[src/rtl/serial_word_loader.sv]
// serial_word_loader: deserialises a framed bit stream into WIDTH-bit words.
// It issues a one-cycle wrenable each time a word completes. A frame that
// drops in the middle of a word produces a one-cycle frame_err pulse.
//
// state  | meaning
// -------+-----------------------------------------------------------
// IDLE   | no transfer; bit_count is 0 and the shift register is clear
// SHIFT  | frame asserted; accepted bits are assembling into a word
module serial_word_loader #(
    parameter int WIDTH     = 32,
    parameter bit MSB_FIRST = 1'b1
) (
    input  logic                     clk,
    input  logic                     reset_n,
    input  logic                     frame,
    input  logic                     bit_valid,
    input  logic                     bit_in,
    output logic [WIDTH-1:0]         word,
    output logic                     wrenable,
    output logic                     frame_err,
    output logic                     busy,
    output logic [$clog2(WIDTH)-1:0] bit_count
);

    localparam int            CW       = $clog2(WIDTH);
    localparam logic [CW-1:0] LAST_BIT = CW'(WIDTH - 1);

    localparam logic [0:0] ST_IDLE  = 1'b0;
    localparam logic [0:0] ST_SHIFT = 1'b1;

    logic [0:0]       state_q, state_d;
    logic [WIDTH-1:0] sr_q, sr_d;
    logic [CW-1:0]    cnt_q, cnt_d;
    logic [WIDTH-1:0] word_q, word_d;
    logic             wren_q, wren_d;
    logic             ferr_q, ferr_d;
    logic [WIDTH-1:0] sr_shifted;

    // Shift direction is fixed by MSB_FIRST: the first bit ends up in
    // word[WIDTH-1] (shift left) or in word[0] (shift right).
    always_comb begin
        if (MSB_FIRST) begin
            sr_shifted = {sr_q[WIDTH-2:0], bit_in};
        end else begin
            sr_shifted = {bit_in, sr_q[WIDTH-1:1]};
        end
    end

    // Next-state logic. A bit is taken only while frame is high, in either
    // state. This lets the cycle that leaves IDLE also carry bit 0.
    always_comb begin
        state_d = state_q;
        sr_d    = sr_q;
        cnt_d   = cnt_q;
        word_d  = word_q;
        wren_d  = 1'b0;
        ferr_d  = 1'b0;
        if (frame) begin
            state_d = ST_SHIFT;
            if (bit_valid) begin
                if (cnt_q == LAST_BIT) begin
                    word_d = sr_shifted;
                    wren_d = 1'b1;
                    cnt_d  = '0;
                    sr_d   = '0;
                end else begin
                    cnt_d = cnt_q + CW'(1);
                    sr_d  = sr_shifted;
                end
            end
        end else begin
            // Frame low: any partial word is dropped. The drop is flagged
            // only when the frame ends off a word boundary.
            if (state_q == ST_SHIFT && cnt_q != '0) begin
                ferr_d = 1'b1;
            end
            state_d = ST_IDLE;
            cnt_d   = '0;
            sr_d    = '0;
        end
    end

    // State and output registers with synchronous active-low reset.
    always_ff @(posedge clk) begin
        if (!reset_n) begin
            state_q <= ST_IDLE;
            sr_q    <= '0;
            cnt_q   <= '0;
            word_q  <= '0;
            wren_q  <= 1'b0;
            ferr_q  <= 1'b0;
        end else begin
            state_q <= state_d;
            sr_q    <= sr_d;
            cnt_q   <= cnt_d;
            word_q  <= word_d;
            wren_q  <= wren_d;
            ferr_q  <= ferr_d;
        end
    end

    assign word      = word_q;
    assign wrenable  = wren_q;
    assign frame_err = ferr_q;
    assign busy      = (state_q == ST_SHIFT);
    assign bit_count = cnt_q;

endmodule

[config.mk]
export PLATFORM = sky130hd
export DESIGN_NAME = serial_word_loader
export DESIGN_NICKNAME = d
export VERILOG_FILES = /design/src/rtl/serial_word_loader.sv
export SDC_FILE = /design/constraint.sdc
export NUM_CORES = 1
export LEC_CHECK = 0
export ABC_CLOCK_PERIOD_IN_PS = 1660
export CAP_MARGIN = 10
export CORE_ASPECT_RATIO = 0.9
export CORE_MARGIN = 10
export CORE_UTILIZATION = 55
export DETAILED_ROUTE_END_ITERATION = 7
export DONT_BUFFER_PORTS = 1
export PLACE_DENSITY = 0.73
export RECOVER_POWER = 100
export SLEW_MARGIN = 20
export SYNTH_ARGS = -nofsm -noshare
export SYNTH_HDL_FRONTEND = slang
export SYNTH_SLANG_ARGS = --single-unit
[constraint.sdc]
create_clock -name clk -period 1.66 [get_ports clk]
set_input_delay 0.166 -clock clk [delete_from_list [all_inputs] [get_ports clk]]
set_output_delay 0.166 -clock clk [all_outputs]
set_load 0.1 [all_outputs]
# Word level (Yosys, flattened, before mapping)
# Cells that the tools add are included.
totals:
  ff_bits: 71
  inputBits: 5
  output_inout_bits: 40
op_classes:
  bitwise: 1
  n_eq_ne: 1
  add_sub_neg: 1
  mux: 5
  n_reduce_logical: 6
ops:
  columns: ["operator", "n"]
  rows:
  - ["31-bit 2-to-1 mux", 1]
  - ["3-bit AND reduction", 2]
  - ["5-bit by 1-bit adder with 5-bit output (second input constant)", 1]
  - ["5-bit equality test (second input constant)", 1]
  - ["5-bit 2-to-1 mux", 1]
  - ["5-bit nonzero test", 1]
  - ["1-bit 2-to-1 mux", 3]
  - ["2-bit AND reduction", 1]
  - ["2-bit OR reduction", 1]
  - ["1-bit logical AND", 1]
  - ["1-bit inverter", 1]

# Logic depth before layout (Yosys ltp)
logic_depth:
  depth_word: 3
  ltp_mapped: 8

# Worst setup path before layout
# No wires, ideal clock.
synth_path:
  kind: "reg2reg"
  startpoint: "register cnt_q[0], in the netlist bit_count[0]"
  endpoint: "register word_q[10], in the netlist word[10]"
  path_stages_with_launch: 9
  synth_period_minus_slack_ns: 2.404
  required_ns: 1.584
  arrival_time_ns: 2.329
  setup_ns: 0.076
  n_path_buf: 2
  slack_ns: -0.744
  path_cell_list: "dfxtp_1 > ha_1 > and3_1 > ha_1 > and3_1 > buf_2 > buf_4 > nand2_1 > a21boi_0"
synth_via:
  elab_chain_len: 2
synth_lines:
  columns: ["item", "line_no", "text"]
  rows:
  - ["start, declared", "33", "logic [CW-1:0] cnt_q, cnt_d;"]
  - ["start signal, assigned", "95", "cnt_q <= cnt_d;"]
  - ["5-bit equality test", "61", "if (cnt_q == LAST_BIT) begin"]
  - ["3-bit AND reduction (no line)", null, null]
  - ["end signal, assigned", "96", "word_q <= word_d;"]
  - ["end, declared", "34", "logic [WIDTH-1:0] word_q, word_d;"]
# Every way passes these cells.
# A chain may end at the register's enable or synchronous reset.

# Worst setup path in the final report
layout_path:
  startpoint: "register cnt_q[0], in the netlist bit_count[0]"
  endpoint: "register word_q[28], in the netlist word[28]"
# The elaborated chain is that of the path after synthesis.

==> metrics <==
1st-iter DRT viols 155; uppermost layer routed met4; Initial Utilization 56.5%; post-synthesis sequential area ratio 52.3%; drt first pass iters 4; metal3 WL 384 um; post-route minimum period 1.72 ns; WHS -0.0175 ns; I/O Pins 45; setup TNS -1.28 ns; Primary FF master, synth dfxtp_1; largest cells by area after synthesis dfxtp_1, nand2_1, nand3b_1; failing checks negative hold slack, negative setup slack; global-route wire length before repair 10.2 mm; antenna-violating nets left 0; Mapped Area 2720 um^2; largest net degree at the start of global routing 35; Die Wd 94.1 um; Final period util 104%; M1 wire length 2.91 mm; initial antenna violation count 0; clk_skew 0.00686 ns; PwrDens 941 nW/um^2; via count 2256; Crit Path Class reg -> reg; clk slew on worst S/H paths 0.08 ns; clock sink count 71; die area 8150 um^2; Peak VDD IR 880 uV; final routed DRC violation total 0; Max-Cap Viols 0; DR vias/cell 5.26; crit-path max FO 17; Fmax 581 MHz; Setup WS pre-CTS -0.0801 ns; Post-Place Cells 407; CTS tree built; post-DP HPWL 3.81 mm; non-filler cells, final 429; Synth Register Bits 71; PnR worst setup slack -0.0619 ns; Leak Pwr 1.24 nW; vias in the first global route 2164; Syn Nets 324; Vert. Die Dim 86.7 um; Distinct cells, synth 23; share of cells above drive strength 1 22.8%; synth cell count leaders nand2_1, dfxtp_1, a21oi_1; post-synth top area cell dfxtp_1; CTS Buf Count 9; Core Region 4800 um^2; htree depth 3; gr ovfl total 0; Clk Latency, worst-skew pair 0.33 ns; total length of routed met2 wires 2.77 mm; Worst EP required 1.93 ns; cell count after synthesis 315; async set-reset flop share out of synthesis 0%; Total Power 3.26 mW; outcome finished with violations; clock buffer depth 2; Row Count 24; Routed wire per std cell 14.3 um; Final Max Tran Viols 0; Final Hold Vio Count 32; Yosys warning total 0; # setup viols final 43; Layout area overhead 27.7%; RD Place Congestion 0.780; Post-Route WL 6.12 mm; startpoint types flip-flop; Antenna Cells 0; CP endpoint kind flip-flop; Arrival @ worst endpoint 1.99 ns; Avg Inst Size Synth 8.62 um^2; top-count cell post-synth nand2_1; buffers added on ports 0; post-synth top area share 52.3%; number of enable-type register cells in the synthesized netlist 0; Hold Path Class in -> reg; Root Buffer clkbuf_8; RSZ-0062 raised after global routing yes; Worst Tran Pin Value 0.570 ns; Layout Nets 368; relative slew slack 61.9%; GRT Overall Usage 15.3%
[logic make-up after synthesis]
group	count (synthesis)	synth area share [%]
adders and majority gates	4	1.84
and+or+nand+nor	142	25.0
AOI/OAI and AO/OA	69	15.7
buffers and inverters	27	4.38
DFF	71	52.3
muxes	2	0.737
[state kept, by name (all words and copies together) (netlist names)]
| name | flops |
|---|---|
| sr_q | 31 |
| frame_err | 1 |
| bit_count | 5 |
| word | 32 |
| wrenable | 1 |
| busy | 1 |
[final timing paths]
path | startpoint | endpoint | slack, ns | cells after the start
hold / removal | reset_n | word[30] | -0.02 | 1
setup reg to reg | bit_count[0] | word[28] | -0.06 | 7
hold reg to reg | word[11] | word[11] | 0.45 | 2
setup / recovery | bit_count[0] | word[28] | -0.06 | 7
[layout make-up]
class / instances / area [um^2]
Multi-Input combinational cell: 217 / 1240
Sequential cell: 71 / 1440
Fill cell: 374 / 1340
Clock inverter: 5 / 53.8
Tap cell: 65 / 81.3
Inverter: 4 / 15.0
Clock buffer: 11 / 163
Timing Repair Buffer: 56 / 478
[worst max-delay path: stages (launching register included)]
cell and delay (ns):
dfxtp_4 0.56, ha_4 0.18, and3_4 0.20, ha_4 0.15, and3_4 0.21, buf_12 0.14
nand2_1 0.07, a21boi_1 0.12
[placed cells by master (no fill, tap or decap), drive strengths merged, types with 2 or more instances in the layout]
| master | synthesis | layout |
|---|---|---|
| mux2i | 2 | 2 |
| nand3b | 31 | 31 |
| buf | 8 | 52 |
| a21boi | 32 | 32 |
| nor2 | 4 | 4 |
| ha | 4 | 4 |
| nand3 | 2 | 2 |
| clkinv | 0 | 4 |
| dfxtp | 71 | 71 |
| and3 | 3 | 3 |
| a21oi | 34 | 34 |
| dlygate4sd3 | 0 | 4 |
| nand2 | 97 | 97 |
| o21ai | 2 | 2 |
| inv | 4 | 4 |
| clkbuf | 15 | 11 |
[routing by layer]
metal | vias up | track usage (%)
met5 | - | 0
met4 | 0 | 5.10
met3 | 6 | 6.22
met2 | 58 | 24.0
met1 | 1059 | 18.5
li1 | 1133 | -
[power by group]
part	switching (mW)	total, mW	internal, mW
sequential	0.0119	1.71	1.70
clock	0.631	1.45	0.821
combinational	0.0638	0.100	0.0363
[what timing repair did]
item,4_1_cts,5_1_grt
hold buffers,3,2
setup buffers,1,0
cloned,0,0
endpoints found under the hold margin,62,33
setup endpoints to repair,43,59
resized for setup,5,4
pin swaps,3,3
[per-stage QoR]
stage | util (%) | instance area [um^2]
floorplan | - | 2790
detailed placement | 66.0 | 3170
finish | 72.2 | 3470
CTS | 71.5 | 3430
global placement | 66.0 | 3170
global route | 72.2 | 3470
Note: power is estimated with default switching activity, not from simulation.
